--- src/rtl/sdram_wr_burst.sv ---
// SDRAM write-burst engine: requests the bus, opens a row, streams gapless BURST_LEN
// write bursts from a FWFT FIFO, then precharges and hands the bus back.
module sdram_wr_burst #(
  parameter int DQ_W      = 16,
  parameter int ROW_W     = 12,
  parameter int COL_W     = 9,
  parameter int BANK_W    = 2,
  parameter int BURST_LEN = 4,
  parameter int T_RCD     = 2,
  parameter int T_WR      = 2,
  parameter int T_RP      = 2
) (
  input  logic              sclk,
  input  logic              s_rst,
  input  logic              wr_trig,
  input  logic              wr_en,
  input  logic              ref_req,
  input  logic [DQ_W-1:0]   wr_data,
  output logic              wr_data_rd,
  output logic              wr_req,
  output logic              flag_wr_end,
  output logic [3:0]        sdram_cmd,
  output logic [ROW_W-1:0]  sdram_addr,
  output logic [BANK_W-1:0] sdram_bank,
  output logic [DQ_W-1:0]   sdram_dq,
  output logic              sdram_dq_oe,
  output logic [3:0]        dbg_state
);

  localparam logic [3:0] CMD_NOP = 4'b0111;
  localparam logic [3:0] CMD_ACT = 4'b0011;
  localparam logic [3:0] CMD_WR  = 4'b0100;
  localparam logic [3:0] CMD_PRE = 4'b0010;

  localparam int CW = 8;
  localparam logic [CW-1:0] BEAT_LAST = CW'(BURST_LEN - 1);
  localparam logic [CW-1:0] RCD_LAST  = CW'((T_RCD >= 2) ? T_RCD - 2 : 0);
  localparam logic [CW-1:0] WR_LAST   = CW'(T_WR - 1);
  localparam logic [CW-1:0] RP_LAST   = CW'((T_RP >= 2) ? T_RP - 2 : 0);

  typedef enum logic [3:0] {
    S_IDLE  = 4'd0,
    S_REQ   = 4'd1,
    S_ACT   = 4'd2,
    S_RCD   = 4'd3,
    S_WRITE = 4'd4,
    S_RECOV = 4'd5,
    S_PRE   = 4'd6,
    S_RP    = 4'd7,
    S_END   = 4'd8
  } state_t;

  state_t            state_q, state_d;
  logic [CW-1:0]     cnt_q, cnt_d;
  logic [COL_W-1:0]  col_q, col_d;
  logic [ROW_W-1:0]  row_q, row_d;
  logic [BANK_W-1:0] bank_q, bank_d;
  logic [BANK_W-1:0] open_bank_q, open_bank_d;
  logic              ref_pend_q, ref_pend_d;

  logic [3:0]        cmd_q, cmd_d;
  logic [ROW_W-1:0]  addr_q, addr_d;
  logic [BANK_W-1:0] sbank_q, sbank_d;
  logic [DQ_W-1:0]   dq_q, dq_d;
  logic              oe_q, oe_d;
  logic              req_q, req_d;
  logic              flag_q, flag_d;

  logic [COL_W:0]    col_sum;
  logic              col_wrap, last_beat, burst_cont;

  assign col_sum    = {1'b0, col_q} + (COL_W+1)'(BURST_LEN);
  assign col_wrap   = col_sum[COL_W];
  assign last_beat  = (state_q == S_WRITE) && (cnt_q == BEAT_LAST);
  // A refresh seen anywhere since the request ends the session at the next burst boundary.
  assign burst_cont = wr_trig && !ref_req && !ref_pend_q && !col_wrap;

  always_ff @(posedge sclk or posedge s_rst) begin
    if (s_rst) begin
      state_q     <= S_IDLE;
      cnt_q       <= '0;
      col_q       <= '0;
      row_q       <= '0;
      bank_q      <= '0;
      open_bank_q <= '0;
      ref_pend_q  <= 1'b0;
      cmd_q       <= CMD_NOP;
      addr_q      <= '0;
      sbank_q     <= '0;
      dq_q        <= '0;
      oe_q        <= 1'b0;
      req_q       <= 1'b0;
      flag_q      <= 1'b0;
    end else begin
      state_q     <= state_d;
      cnt_q       <= cnt_d;
      col_q       <= col_d;
      row_q       <= row_d;
      bank_q      <= bank_d;
      open_bank_q <= open_bank_d;
      ref_pend_q  <= ref_pend_d;
      cmd_q       <= cmd_d;
      addr_q      <= addr_d;
      sbank_q     <= sbank_d;
      dq_q        <= dq_d;
      oe_q        <= oe_d;
      req_q       <= req_d;
      flag_q      <= flag_d;
    end
  end

  always_comb begin
    state_d     = state_q;
    cnt_d       = cnt_q;
    col_d       = col_q;
    row_d       = row_q;
    bank_d      = bank_q;
    open_bank_d = open_bank_q;
    ref_pend_d  = ref_pend_q;
    case (state_q)
      S_IDLE: begin
        ref_pend_d = 1'b0;
        if (wr_trig) state_d = S_REQ;
      end
      S_REQ: begin
        if (wr_en) begin
          state_d     = S_ACT;
          open_bank_d = bank_q;
        end
      end
      S_ACT: begin
        cnt_d   = '0;
        state_d = (T_RCD == 1) ? S_WRITE : S_RCD;
      end
      S_RCD: begin
        if (cnt_q == RCD_LAST) begin
          cnt_d   = '0;
          state_d = S_WRITE;
        end else begin
          cnt_d = cnt_q + CW'(1);
        end
      end
      S_WRITE: begin
        if (last_beat) begin
          cnt_d = '0;
          col_d = col_sum[COL_W-1:0];
          if (col_wrap) begin
            row_d = row_q + ROW_W'(1);
            if (row_q == '1) bank_d = bank_q + BANK_W'(1);
          end
          state_d = burst_cont ? S_WRITE : S_RECOV;
        end else begin
          cnt_d = cnt_q + CW'(1);
        end
      end
      S_RECOV: begin
        if (cnt_q == WR_LAST) begin
          cnt_d   = '0;
          state_d = S_PRE;
        end else begin
          cnt_d = cnt_q + CW'(1);
        end
      end
      S_PRE: begin
        cnt_d   = '0;
        state_d = (T_RP == 1) ? S_END : S_RP;
      end
      S_RP: begin
        if (cnt_q == RP_LAST) state_d = S_END;
        else                  cnt_d   = cnt_q + CW'(1);
      end
      S_END:   state_d = S_IDLE;
      default: state_d = S_IDLE;
    endcase
    if (ref_req && (state_q inside {S_REQ, S_ACT, S_RCD, S_WRITE})) ref_pend_d = 1'b1;
  end

  // Outputs are decoded from the next state and registered, so they line up with state_q.
  always_comb begin
    cmd_d   = CMD_NOP;
    addr_d  = '0;
    sbank_d = '0;
    dq_d    = '0;
    oe_d    = 1'b0;
    req_d   = 1'b0;
    flag_d  = 1'b0;
    case (state_d)
      S_REQ: req_d = 1'b1;
      S_ACT: begin
        cmd_d   = CMD_ACT;
        addr_d  = row_q;
        sbank_d = bank_q;
      end
      S_WRITE: begin
        oe_d = 1'b1;
        dq_d = wr_data;
        if (cnt_d == '0) begin
          cmd_d   = CMD_WR;
          addr_d  = ROW_W'(col_d);
          sbank_d = open_bank_q;
        end
      end
      S_PRE: begin
        cmd_d   = CMD_PRE;
        sbank_d = open_bank_q;
      end
      S_END:   flag_d = 1'b1;
      default: ;
    endcase
  end

  // FIFO pop is the one decoded strobe: the head word is latched into dq on this edge.
  assign wr_data_rd  = (state_d == S_WRITE);
  assign wr_req      = req_q;
  assign flag_wr_end = flag_q;
  assign sdram_cmd   = cmd_q;
  assign sdram_addr  = addr_q;
  assign sdram_bank  = sbank_q;
  assign sdram_dq    = dq_q;
  assign sdram_dq_oe = oe_q;
  assign dbg_state   = state_q;

endmodule
--- config.mk ---
export PLATFORM = sky130hd
export DESIGN_NAME = sdram_wr_burst
export DESIGN_NICKNAME = d
export VERILOG_FILES = /design/src/rtl/sdram_wr_burst.sv
export SDC_FILE = /design/constraint.sdc
export NUM_CORES = 1
export LEC_CHECK = 0
export ABC_AREA = 1
export BUFFER_PORTS_ARGS = -buffer_cell sky130_fd_sc_hd__buf_2
export CAP_MARGIN = 20
export CORE_UTILIZATION = 54
export CTS_CLUSTER_SIZE = 40
export DETAILED_ROUTE_END_ITERATION = 8
export PLACE_DENSITY = 0.81
export SLEW_MARGIN = 40
export SYNTH_ARGS = -nofsm -noshare
export SYNTH_HDL_FRONTEND = slang
export SYNTH_SLANG_ARGS = --single-unit
--- constraint.sdc ---
create_clock -name sclk -period 2.5 [get_ports sclk]
set_input_delay 0.25 -clock sclk [delete_from_list [all_inputs] [get_ports sclk]]
set_output_delay 0.25 -clock sclk [all_outputs]
set_load 0.005 [all_outputs]
# == Word level (Yosys, flattened, before mapping) ==
# Cells that the tools add are included.
# totals
ff_bits,75
in_bits,21
out_inout_bits,42
# op_classes
n_addsub,4
n_eq_ne,15
mux,27
reduce_logical,17
# op_table
operator,n
$pmux 8 s5,1
$mux 8,4
$pmux 4 s8,1
$mux 9,3
$eq 4x3->1 const B,6
$mux 4,6
$pmux 12 s2,1
$logic_not 8->1,2
$mux 16,1
$add 12x1->12 const B,1
$eq 12x12->1 const B,1
$eq 4x2->1 const B,3
$add 9x3->10 const B,1
$pmux 3 s3,1
$add 8x1->8 const B,1
$eq 4x1->1 const B,2
$eq 8x1->1 const B,1
$eq 8x2->1 const B,1
$mux 1,6
$pmux 2 s3,1
$logic_and 1x1->1,5
$eq 4x4->1 const B,1
$logic_not 4->1,1
$mux 2,2
8 further kinds,10

# == Longest topological paths before layout ==
# logic_depth
word_depth,9
mapped_depth,15
mapped_depth_nobuf,15

# == Least setup slack after synthesis ==
# No wires, ideal clock.
# synth_path
path_kind,register to register
from,register cnt_q[0]
to,register addr_q[4] (netlist: sdram_addr[4])
arrival_ps,1923
path_slack_ps,500
stages_incl_launch_ff,15
path_cell_list,dfrtp_1 > inv_1 > ha_1 > nand2_1 > nor2_2 > inv_2 > ha_1 > o21ai_0 > a21oi_1 > o21ai_0 > nand2_1 > nand3_1 > nor2_4 > nand3_1 > o21ai_1
# synth_between
elab_chain_len,7
elab_cells_between_ends,22
cone_classes,add/sub (1); eq/ne (4); mux (14); reduce/logical (3)
# synth_rtl
element,line_no,rtl
start: declaration,54,"logic [CW-1:0] cnt_q, cnt_d;"
start signal: assignment,96,cnt_q <= cnt_d;
"parallel branches: the longest is 6 deep, another holds $add 8x1->8",--,
$pmux 12 s2 *,187,case (state_d)
via addr_d[4],62,"logic [ROW_W-1:0] addr_q, addr_d;"
end signal: assignment,103,addr_q <= addr_d;
end: declaration,62,
# Mark *: on every way through the listed nets, which the timed path passes.
# A chain may end at the register's enable or synchronous reset.

# == Final worst setup path ==
# layout_path
from,register cnt_q[0]
to,output wr_data_rd
# layout_between
elab_chain_len,5
elab_cells_between_ends,10
cone_classes,eq/ne (3); mux (5); reduce/logical (2)
# layout_rtl
element,line_no,rtl
$eq 8x2->1,74,assign last_beat = (state_q == S_WRITE) && (cnt_q == BEAT_LAST);
$logic_and 1x1->1,74,
$mux 4,144,if (last_beat) begin
$pmux 4 s8 *,120,case (state_q)
$eq 4x3->1 *,213,assign wr_data_rd = (state_d == S_WRITE);
end: declaration,19,"output logic wr_data_rd,"
# Every way passes the cells marked *; elsewhere a longest branch is shown, timed or not.

==> run_results.csv <==
group,metric,value,unit
synthesis,ys_types,30,
timing,hold_viol,0,
grt,grt_pass1_wl,11.0,mm
power_and_ir_drop,powerDensity,1010,mW/mm2
die,io_pins,63,
worst_setup_path,r2r_start,"cnt_q[0]",
die,floorplan.initialDensity,55.8,%
grt,grt_overflow,0,
power_and_ir_drop,p_sw,1.54,mW
synthesis,ys_seq_area_share,54.6,%
grt,gr-usage-all-layers,22.7,%
placement,portBuffers,61,
worst_setup_path,worstPathMaxFanout,12,
die,coreArea,0.00592,mm2
clock_network,cts-root-buf,"clkbuf_8",
synthesis,synth_top_area_cell,"dfrtp_1",
placement,dp_cells,517,
placement,dpl_cell_area,0.00371,mm2
worst_setup_path,crit_arrival,2.10,ns
synthesis,synth_area_leaders,"dfrtp_1 52%, inv_1 8.3%, nand2_1 6.6%",
synthesis,syn_nets,409,
worst_setup_path,cp_cell_sequence,"ha_1, nand2_1, nor2_2, nand3_1, nand3_1, nand3_1, nand2_2, nand3_4, inv_6, buf_2",
drt,ant_nets,0,
placement,finalWeightedCongestion,0.929,
worst_setup_path,cp-end-kind,"primary output",
worst_setup_path,crit_type,"flip-flop to primary output",
die,rows,28,
power_and_ir_drop,totalPowerFinal,4.01,mW
power_and_ir_drop,p_clk_share,26.2,%
worst_setup_path,start_kind,"flip-flop",
drt,viasPerCell,4.98,
clock_network,cts.htree.levels,3,
power_and_ir_drop,p_comb_share,36.4,%
worst_setup_path,reg2reg_slack,0.20,ns
run,cap_violations,0,
timing,timing.final.crit_period,2.35,ns
worst_setup_path,cpMostUsedCell,"nand3_1",
worst_setup_path,startpoint,"cnt_q[0]",
synthesis,ys_warn_count,0,
clock_network,cts_tree,"built",
die,die_width,80.2,um
finish,finalInstanceArea,0.00396,mm2
power_and_ir_drop,p_leak,2.22,nW
timing,final_max_slew_viol_count,0,
timing,fmax,425,MHz
drt,wirelength,6.75,mm
synthesis,syn_inst,382,
timing,fin_crit_sh,94.2,%
timing,setup_viol,0,
timing,max_slew_margin,53.1,%
die,die-area,0.00644,mm2
clock_network,cts_hold_buffers,0,
power_and_ir_drop,power.share.sequential,37.4,%
finish,antenna-diode-count,0,
grt,grt_pass1_vias,2508,
drt,drt-initial-drc-count,147,
finish,fin_util,66.8,%
drt,drc,0,
finish,final_layout_size_suffix_gt1_share,24.2,%
synthesis,syn_area,0.00331,mm2
worst_setup_path,max_stage_delay,0.42,ns
run_status,outcome,"finished clean",
timing,worst_pin_slew,0.703,ns
clock_network,cts_inserted_buffers,9,
timing,fin_setup_tns,0,ns
synthesis,avgSynthCellArea,8.65,um2
power_and_ir_drop,ir_worst_vdd,730,uV
min_path,hp-class,"input port to async pin",
power_and_ir_drop,swShare,38.5,%
worst_setup_path,worstReg2RegEnd,"sdram_addr[6]",
die,die_y,80.2,um
finish,finalNetCount,480,
clock_network,path_clk_slew,0.08,ns
worst_setup_path,reg2reg_depth,14,
synthesis,synth_top_area_share,52.2,%
power_and_ir_drop,internal_power,2.47,mW
placement,place.detailed.hpwl,4.90,mm
clock_network,clk_latency,0.35,ns
drt,first_pass_iters,5,
finish,area_growth_syn_to_layout,19.7,%
timing,finalClockSkew,0.00805,ns
worst_setup_path,worstPathRequired,2.25,ns
drt,avgRoutedWirePerCell,12.7,um
finish,final_cells,533,
clock_network,cts.sinks,72,
synthesis,synth-seq-cells,72,
worst_setup_path,endpoint,"wr_data_rd",
drt,vias,2653,
clock_network,cts_buffer_depth,2,
grt,grt_max_degree,40,
grt,grt_antenna_before_repair,0,
worst_setup_path,crit_slowest_cell,"dfrtp_1",
==> what timing repair did <==
item / 4_1_cts / 5_1_grt
endpoints found under the hold margin: 0 / 0
setup endpoints to repair: 1 / 8
resized for setup: 1 / 6
pin swaps: 0 / 1
buffers inserted: 0 / 0
==> cells in the final DEF, fill, tap and decap left out, drive strengths merged <==
master | synthesis | routed
nor4 | 1 | 1
xnor2 | 5 | 5
clkinv | 1 | 2
dfstp | 3 | 3
a22o | 1 | 1
nor3 | 7 | 7
clkinvlp | 0 | 1
bufinv | 0 | 2
dfrtp | 69 | 69
xor2 | 14 | 14
clkbuf | 1 | 10
nand4 | 9 | 9
buf | 3 | 64
o21ai | 20 | 20
ha | 6 | 6
nand3 | 33 | 33
nand3b | 2 | 2
a21oi | 2 | 2
nand2 | 62 | 62
inv | 79 | 81
nor2 | 63 | 63
conb | 1 | 1
==> synth_stat cells <==
library cell  instances
nor2_1               53
buf_4                 1
nand3_1              31
clkinv_1              1
o21ai_0              13
xor2_1               14
dfstp_2               3
dfrtp_1              69
inv_2                 6
xnor2_1               5
buf_2                 1
nand4_1               9
a21oi_1               1
a22o_1                1
nand3_2               1
nand2_2               4
a21oi_2               1
nand2_1              58
ha_1                  6
inv_1                73
clkbuf_1              1
conb_1                1
buf_6                 1
nor4_1                1
nand3_4               1
nor3_1                7
nor2_4                1
nor2_2                9
o21ai_1               7
nand3b_1              2
==> through the flow <==
| step | worst slack, ns | hold slack (ns) |
|---|---|---|
| final | 0.145 | 0.00197 |
| after CTS | 0.0256 | 0.0252 |
| after floorplan | 0.430 | 0.356 |
| after global routing | -0.000751 | 0.0590 |
| after global placement | 0.364 | 0.392 |
| after detailed placement | 0.212 | 0.406 |
==> power groups by stage <==
stage / Sequential, mW / Combinational (mW) / Clock [mW]
6_report: 1.50 / 1.46 / 1.05
5_1_grt: 1.53 / 1.64 / 1.11
4_1_cts: 1.50 / 1.43 / 1.06
3_5_place_dp: 1.52 / 1.40 / 0
3_3_place_gp: 1.51 / 1.35 / 0
2_1_floorplan: 1.53 / 0.937 / 0
==> layout make-up <==
cell class / instances / area [um2]
multi-input combinational: 226 / 1180
clock buffer: 10 / 138
fill: 469 / 1960
timing repair buffer: 64 / 340
sequential: 72 / 1810
clock inverter: 6 / 90.1
tap: 75 / 93.8
inverter: 80 / 305
==> worst min-delay path by stage <==
stage / end / depth (start not counted)
floorplan: sdram_dq[0] / 2
CTS: sdram_dq[1] / 2
global placement: sdram_dq[3] / 2
global route: sdram_dq[14] / 2
finish: sdram_dq[1] / 2
detailed placement: sdram_dq[3] / 2
==> critical path, delay by kind of cell (launching register included) <==
family        cells  cell delay, ns
flops             1            0.42
simple gates      7            0.79
fa+ha+maj         1            0.28
buf+inv           2            0.25
==> cells by family (layout without fill, tap and decap cells) <==
logic type               after synthesis  after routing  share of synthesized area [%]
AND/OR/NAND/NOR                      177            177                           24.3
buffers and inverters                 84            160                           9.92
flip-flops                            72             72                           54.6
AO/OA/AOI/OAI                         23             23                           3.71
XOR/XNOR                              19             19                           5.03
adder cells (fa/ha/maj)                6              6                           2.27
other                                  1              1                          0.113
==> sequential cells by signal, summed over array words and instances, names as in the netlist, 3 cells and up <==
name,cells
col_q,7
sdram_addr,12
sdram_dq,16
sdram_cmd,3
row_q,12
dbg_state,4
cnt_q,8
==> routing by layer <==
| layer | routed length [um] | share of wire (%) | track usage (%) | up-vias |
|---|---|---|---|---|
| met2 | 3440 | 51 | 38.7 | 64 |
| met3 | 247 | 3.7 | 5.00 | 14 |
| met1 | 2910 | 43 | 27.1 | 1262 |
| li1 | - | - | - | 1313 |
| met4 | 159 | 2.4 | 10.5 | 0 |
| met5 | 0 | 0 | 0 | - |
Power figures use the tool's default switching activity.
